`src/rtl/quick_uart_tx_pkg.sv`:
```
// Shared UART definitions: transmitter state encoding, frame length and parity helpers.
// The frame-length and parity helpers are shared with the receiver.
package quick_uart_pkg;

  typedef enum logic [1:0] {
    RESET   = 2'd0,
    IDLE    = 2'd1,
    SENDING = 2'd2
  } uart_tx_state_t;

  function automatic int total_bits(int start_bits, int data_bits, int stop_bits, bit parity);
    return start_bits + data_bits + stop_bits + (parity ? 1 : 0);
  endfunction

  // Zero extension of the word leaves its XOR reduction unchanged.
  function automatic logic parity_bit(logic [63:0] data, logic odd);
    return (^data) ^ odd;
  endfunction

endpackage

```
`src/rtl/quick_uart_tx_if.sv`:
```
// Ready/valid word stream feeding the UART transmitter.
// The master modport is the data source; the slave modport is the transmitter.
interface quick_uart_tx_if #(
  parameter int DATA_BITS = 8
);
  logic                 valid;
  logic                 ready;
  logic [DATA_BITS-1:0] data;

  modport master (output valid, output data, input ready);
  modport slave  (input valid, input data, output ready);
endinterface

```
`src/rtl/quick_uart_tx_piso.sv`:
```
// Parallel-in serial-out shift register: bit_o is the LSB, and each advance
// shifts in FILL from the top, so the register drains to the idle level.
module shift_register_piso #(
  parameter int   WIDTH = 10,
  parameter logic FILL  = 1'b1
) (
  input  logic             clk_i,
  input  logic             rst_ni,
  input  logic             load_i,
  input  logic             advance_i,
  input  logic [WIDTH-1:0] data_i,
  output logic             bit_o
);

  logic [WIDTH-1:0] shift_q;

  always_ff @(posedge clk_i or negedge rst_ni) begin
    if (!rst_ni) begin
      shift_q <= {WIDTH{FILL}};
    end else if (load_i) begin
      shift_q <= data_i;
    end else if (advance_i) begin
      shift_q <= {FILL, shift_q[WIDTH-1:1]};
    end
  end

  assign bit_o = shift_q[0];

endmodule

```
`src/rtl/quick_uart_tx.sv`:
```
// UART transmitter: frames = start bits, data bits (LSB first), optional parity, stop bits.
// The parity bit is enabled by defining QUICK_UART_TX_PARITY_EN.
module quick_uart_tx
  import quick_uart_pkg::*;
#(
  parameter int   CLK_FREQ   = 100000000,
  parameter int   BAUD       = 115200,
  parameter int   DIV        = CLK_FREQ / BAUD,
  parameter logic IDLE_VALUE = 1'b1,
  parameter int   DATA_BITS  = 8,
  parameter int   STOP_BITS  = 1,
  parameter int   START_BITS = 1,
  parameter logic PARITY_ODD = 1'b0
) (
  input  logic                   clk_i,
  input  logic                   rst_ni,
  quick_uart_tx_if.slave         s_if,
  output logic                   busy_o,
  output logic                   tx_o
);

`ifdef QUICK_UART_TX_PARITY_EN
  localparam bit PARITY_EN = 1'b1;
`else
  localparam bit PARITY_EN = 1'b0;
`endif

  localparam int TOTAL   = total_bits(START_BITS, DATA_BITS, STOP_BITS, PARITY_EN);
  localparam int TIMER_W = $clog2(DIV + 1);
  localparam int CNT_W   = $clog2(TOTAL) + 1;
  localparam logic [TIMER_W-1:0] DIV_T   = TIMER_W'(DIV);
  localparam logic [CNT_W-1:0]   TOTAL_C = CNT_W'(TOTAL);

  if (DIV < 1) begin : g_div_check
    $error("quick_uart_tx: DIV must be at least 1");
  end
  if (PARITY_ODD > 1'b1) begin : g_parity_check
    $error("quick_uart_tx: PARITY_ODD must be a single bit");
  end

  uart_tx_state_t     state_q;
  logic [TIMER_W-1:0] timer_q;
  logic [CNT_W-1:0]   cnt_q;
  logic [TOTAL-1:0]   frame_d;
  logic               bit_end;
  logic               last_bit_end;
  logic               ready;
  logic               handshake;
  logic               advance;

`ifdef QUICK_UART_TX_PARITY_EN
  assign frame_d = {{STOP_BITS{IDLE_VALUE}},
                    parity_bit(64'(s_if.data), PARITY_ODD),
                    s_if.data,
                    {START_BITS{~IDLE_VALUE}}};
`else
  assign frame_d = {{STOP_BITS{IDLE_VALUE}}, s_if.data, {START_BITS{~IDLE_VALUE}}};
`endif

  assign bit_end      = (state_q == SENDING) && (timer_q == TIMER_W'(1));
  assign last_bit_end = bit_end && (cnt_q == CNT_W'(1));
  // Accepting in the last stop-bit cycle lets a held valid stream gap-free.
  assign ready        = (state_q == IDLE) || last_bit_end;
  assign handshake    = s_if.valid && ready;
  assign advance      = bit_end && !handshake;

  always_ff @(posedge clk_i or negedge rst_ni) begin
    if (!rst_ni) begin
      state_q <= RESET;
      timer_q <= '0;
      cnt_q   <= '0;
    end else begin
      case (state_q)
        RESET: state_q <= IDLE;
        IDLE: begin
          if (handshake) begin
            state_q <= SENDING;
            timer_q <= DIV_T;
            cnt_q   <= TOTAL_C;
          end
        end
        SENDING: begin
          if (bit_end) begin
            if (cnt_q == CNT_W'(1)) begin
              if (handshake) begin
                timer_q <= DIV_T;
                cnt_q   <= TOTAL_C;
              end else begin
                state_q <= IDLE;
              end
            end else begin
              timer_q <= DIV_T;
              cnt_q   <= cnt_q - CNT_W'(1);
            end
          end else begin
            timer_q <= timer_q - TIMER_W'(1);
          end
        end
        default: state_q <= RESET;
      endcase
    end
  end

  shift_register_piso #(
    .WIDTH (TOTAL),
    .FILL  (IDLE_VALUE)
  ) u_piso (
    .clk_i     (clk_i),
    .rst_ni    (rst_ni),
    .load_i    (handshake),
    .advance_i (advance),
    .data_i    (frame_d),
    .bit_o     (tx_o)
  );

  assign s_if.ready = ready;
  assign busy_o     = (state_q == SENDING);

endmodule

```
`src/flat_wrapper.sv`:
```
// flat-port wrapper written by rule: the top's interface ports become plain ports
module quick_uart_tx_flat import quick_uart_pkg::*;
#(
  parameter int   CLK_FREQ   = 100000000,
  parameter int   BAUD       = 115200,
  parameter int   DIV        = CLK_FREQ / BAUD,
  parameter logic IDLE_VALUE = 1'b1,
  parameter int   DATA_BITS  = 8,
  parameter int   STOP_BITS  = 1,
  parameter int   START_BITS = 1,
  parameter logic PARITY_ODD = 1'b0
)
  (clk_i, rst_ni, busy_o, tx_o, s_if_valid, s_if_data, s_if_ready);
  quick_uart_tx_if #(.DATA_BITS(DATA_BITS)) s_if_i ();
  input  logic clk_i;
  input  logic rst_ni;
  output logic busy_o;
  output logic tx_o;
  input wire logic [$bits(s_if_i.valid)-1:0] s_if_valid;
  input wire logic [$bits(s_if_i.data)-1:0] s_if_data;
  output wire logic [$bits(s_if_i.ready)-1:0] s_if_ready;
  assign s_if_i.valid = s_if_valid;
  assign s_if_i.data = s_if_data;
  assign s_if_ready = s_if_i.ready;
  quick_uart_tx #(.CLK_FREQ(CLK_FREQ), .BAUD(BAUD), .DIV(DIV), .IDLE_VALUE(IDLE_VALUE), .DATA_BITS(DATA_BITS), .STOP_BITS(STOP_BITS), .START_BITS(START_BITS), .PARITY_ODD(PARITY_ODD)) u_core (.clk_i(clk_i), .rst_ni(rst_ni), .s_if(s_if_i), .busy_o(busy_o), .tx_o(tx_o));
endmodule
```
`config.mk`:
```
export PLATFORM = sky130hd
export DESIGN_NAME = quick_uart_tx_flat
export DESIGN_NICKNAME = d
export VERILOG_FILES = /design/src/rtl/quick_uart_tx_pkg.sv /design/src/rtl/quick_uart_tx_if.sv /design/src/rtl/quick_uart_tx_piso.sv /design/src/rtl/quick_uart_tx.sv /design/src/flat_wrapper.sv
export SDC_FILE = /design/constraint.sdc
export NUM_CORES = 1
export LEC_CHECK = 0
export BUFFER_PORTS_ARGS = -buffer_cell sky130_fd_sc_hd__buf_2
export CAP_MARGIN = 40
export CORE_MARGIN = 1
export CORE_UTILIZATION = 55
export DETAILED_ROUTE_END_ITERATION = 16
export GPL_TIMING_DRIVEN = 0
export PLACE_DENSITY = 0.76
export SLEW_MARGIN = 20
export SYNTH_ARGS = -nofsm -noshare
export SYNTH_HDL_FRONTEND = slang
export SYNTH_SLANG_ARGS = --single-unit
```
`constraint.sdc`:
```
create_clock -name clk_i -period 4.74 [get_ports clk_i]
set_clock_uncertainty 0.05 [all_clocks]
set_input_delay 0.474 -clock clk_i [delete_from_list [all_inputs] [get_ports clk_i]]
set_output_delay 0.474 -clock clk_i [all_outputs]
set_load 0.03 [all_outputs]
```
==> impl_metrics.py <==
metrics = {
    "outcome": {
        "outcome": "completed",
    },
    "die": {
        "die_y_um": 56.80,
        "io-pin-count": 14,
        "floorplan.die_area_mm2": 0.003226,
        "dieWidth_um": 56.80,
        "core_mm2": 0.002805,
        "start_util": 0.5888,
        "fp-row-count": 19,
    },
    "drt": {
        "remaining_drc_errors": 0,
        "detail_route_met2_wl_um": 1564,
        "wl_met3_um": 101,
        "via_count": 1242,
        "detailedRoute.firstPassIterationCount": 4,
        "top_layer_used": "met4",
        "detail_route.vias_per_cell": 6.149,
        "wirelength_per_cell_um": 15.80,
        "drt-total-wl_um": 3192,
        "ant_nets": 0,
        "detail_route.iter0.violations": 24,
        "routedLengthMet1_um": 1484,
    },
    "worst_setup_path": {
        "reg2reg_from": "u_core.timer_q[1]$_DFFE_PN0P_",
        "critical_path_arrival_ns": 2.25,
        "timing.critical_path.to_type": "primary output",
        "timing.critical_path.from": "u_core.timer_q[1]$_DFFE_PN0P_",
        "critical_path.max_fanout": 10,
        "critical_path.startpoint_type": "register",
        "critical_path_required_ns": 4.22,
        "critPathKind": "register to primary output",
    },
    "placement": {
        "dp_worst_setup_slack_ns": 2.346,
        "gp_routability_congestion": 0.8120,
        "dpl_cell_area_mm2": 0.001755,
        "place.port_buffers": 13,
        "numPlacedInstances": 198,
        "hpwlAfterDp_um": 2370,
    },
    "clock_network": {
        "cts_hold_repair.buffers": 0,
        "tritoncts": "built",
        "cts_resized": 0,
        "cts-buffers-inserted": 3,
        "cts-htree-levels": 1,
        "numClockSinks": 26,
        "clkSlewWorstSetupHoldPaths_ns": 0.14,
        "postCtsSetupRepairBufs": 0,
        "worst_skew_pair.late_latency_ns": 0.33,
        "clk_path_buf_depth": 2,
        "root_buffer": "clkbuf_4",
    },
    "timing": {
        "worst_slew_pin_slew_ns": 0.5708,
        "fmax_mhz": 359.9,
        "rsz0062_at_grt": "no",
        "hold_viol": 0,
        "setup_violations": 0,
        "period_minus_slack_ns": 2.778,
        "timing.slew.headroom": 0.6172,
        "final.period_utilization": 0.5861,
        "hold_slack_ns": 0.06340,
        "fin_tns_setup_ns": 0,
        "finalWorstSetupSlack_ns": 1.962,
        "finalMaxSlewViolations": 0,
    },
    "synth": {
        "post_synth_instance_area_mm2": 0.001652,
        "synth_cell_types": 53,
        "synth_warnings": 0,
        "synth_cells": 154,
        "synth.ff_latch_count": 26,
        "synthesis.area_per_instance_um2": 10.72,
        "yosys_most_used_dff": "dfrtp_1",
        "async_reset_ff_frac": 1.000,
        "synth_fp_nets": 173,
        "synth_enable_flop_cells": 0,
        "sequential_cell_area_fraction_in_the_yosys_report": 0.4008,
    },
    "grt": {
        "antenna_found_initial": 0,
        "gr-total-overflow": 0,
        "grt_max_degree": 27,
        "grt_pass1_vias": 1260,
        "grt_first_pass_wirelength_um": 5644,
        "grtUsageTotal": 0.2240,
    },
    "power_and_ir_drop": {
        "peakVddDrop_mv": 0.1471,
        "report.power.total_mw": 0.3469,
        "p_leak_nw": 0.8517,
        "power-per-cell-area_mw_per_mm2": 193.6,
    },
    "finish": {
        "final_layout_size_suffix_gt1_frac": 0.2807,
        "syn2layout_area_growth_pct": 8.485,
        "final_std_cells_w_o_fill": 202,
        "n_antenna_cell": 0,
        "layout.cell_area.non_filler_mm2": 0.001792,
        "fillCellCount": 256,
        "num-nets-final": 191,
        "post-route-util": 0.6387,
    },
    "job": {
        "max_cap_viol_count": 0,
    },
    "hold_path": {
        "worstHoldPathType": "input pin to async pin",
    },
}
## critical path, cell delays in order, from the launching register on
cell and delay, ns:
dfrtp_1 0.43, inv_1 0.11, ha_1 0.17, nor3b_1 0.45, nand4_1 0.20, buf_2 0.24
o21bai_1 0.13, buf_2 0.21
## final timing paths
check	to	slack (ns)	depth (start not counted)
worst max register to register	u_core.u_piso.shift_q[2]$_DFFE_PN1P_	2.45	7
worst min register to register	u_core.u_piso.shift_q[0]$_DFFE_PN1P_	0.44	2
worst max-delay path	s_if_ready	1.96	7
min in group clk_i	u_core.u_piso.shift_q[8]$_DFFE_PN1P_	0.30	2
worst min-delay path	u_core.state_q[1]$_DFFE_PN0P_	0.06	1
max in group asynchronous	u_core.u_piso.shift_q[1]$_DFFE_PN1P_	4.19	1
## flip-flops by register name, indices dropped and copies added, names as in the netlist
name                   count
u_core.state_q             2
u_core.timer_q            10
u_core.cnt_q               5
u_core.u_piso.shift_q      9
## cells by family after synthesis
kind of cell,Yosys count,synth area share
AOI/OAI and AO/OA,40,0.1826
xor gates and xnor gates,2,0.01061
adders and majority gates,8,0.06061
buffers and inverters,16,0.04243
DFF,26,0.4008
muxes,16,0.1235
and+or+nand+nor,46,0.1795
## power by group
group / total [mW] / internal, mW / leakage (nW) / switching (mW)
registers: 0.222 / 0.222 / 0.285 / 0
logic: 0.00916 / 0.00324 / 0.546 / 0.00592
clock network: 0.115 / 0.0471 / 0.0210 / 0.0684
## synthesized netlist by cell type (2+ instances only)
master | number | share of area
a21boi_0 | 2 | 0.0091
a21oi_1 | 4 | 0.012
mux2_1 | 7 | 0.048
o21ai_0 | 3 | 0.0091
ha_1 | 8 | 0.061
mux2_4 | 7 | 0.064
o31ai_1 | 5 | 0.023
nand4_1 | 2 | 0.0076
and2_1 | 2 | 0.0076
nor3_1 | 3 | 0.0091
nand3_1 | 5 | 0.015
or2_2 | 2 | 0.0076
nand2_1 | 9 | 0.020
inv_1 | 11 | 0.025
o221ai_1 | 2 | 0.011
or4_1 | 2 | 0.0091
nor2_1 | 7 | 0.016
buf_2 | 2 | 0.0061
o22ai_1 | 3 | 0.011
clkbuf_1 | 2 | 0.0045
dfrtp_1 | 17 | 0.26
dfstp_2 | 9 | 0.14
or4_4 | 2 | 0.014
mux2i_1 | 2 | 0.012
o21a_1 | 3 | 0.014
a31oi_1 | 6 | 0.023
## cell usage in the layout (no fill, tap or decap), types with 2 or more instances in the layout
cell and instances:
nor3_1 3, buf_2 15, clkbuf_1 2, clkbuf_4 3, nand2_1 9, dfstp_2 9
nor2_1 7, ha_1 8, mux2i_1 2, a21boi_0 2, or4_1 2, mux2_1 7
o22ai_1 3, nand3_1 5, inv_1 11, a31oi_1 6, o221ai_1 2, dfrtp_1 17
a21oi_1 4, o31ai_1 5, or2_2 2, or4_4 2, mux2_4 7, and2_1 2
o21a_1 3, o21ai_0 3, nand4_1 2
## routing by layer
metal / GRT usage / vias up
met3: 0.03917 / 5
li1: - / 609
met2: 0.3741 / 22
met1: 0.2978 / 606
met5: 0 / -
met4: 0.06620 / 0
## cell type report
type                       instances  area (um^2)  area share
buffer                             5        28.78     0.01606
clock buffer                       4        36.28     0.02025
inverter                          11        41.29     0.02304
multi-input combinational        112        919.6      0.5133
sequential                        26        661.9      0.3694
tap                               31        38.79     0.02165
timing repair buffer              13        65.06     0.03631
(Power assumes the default switching activity.)
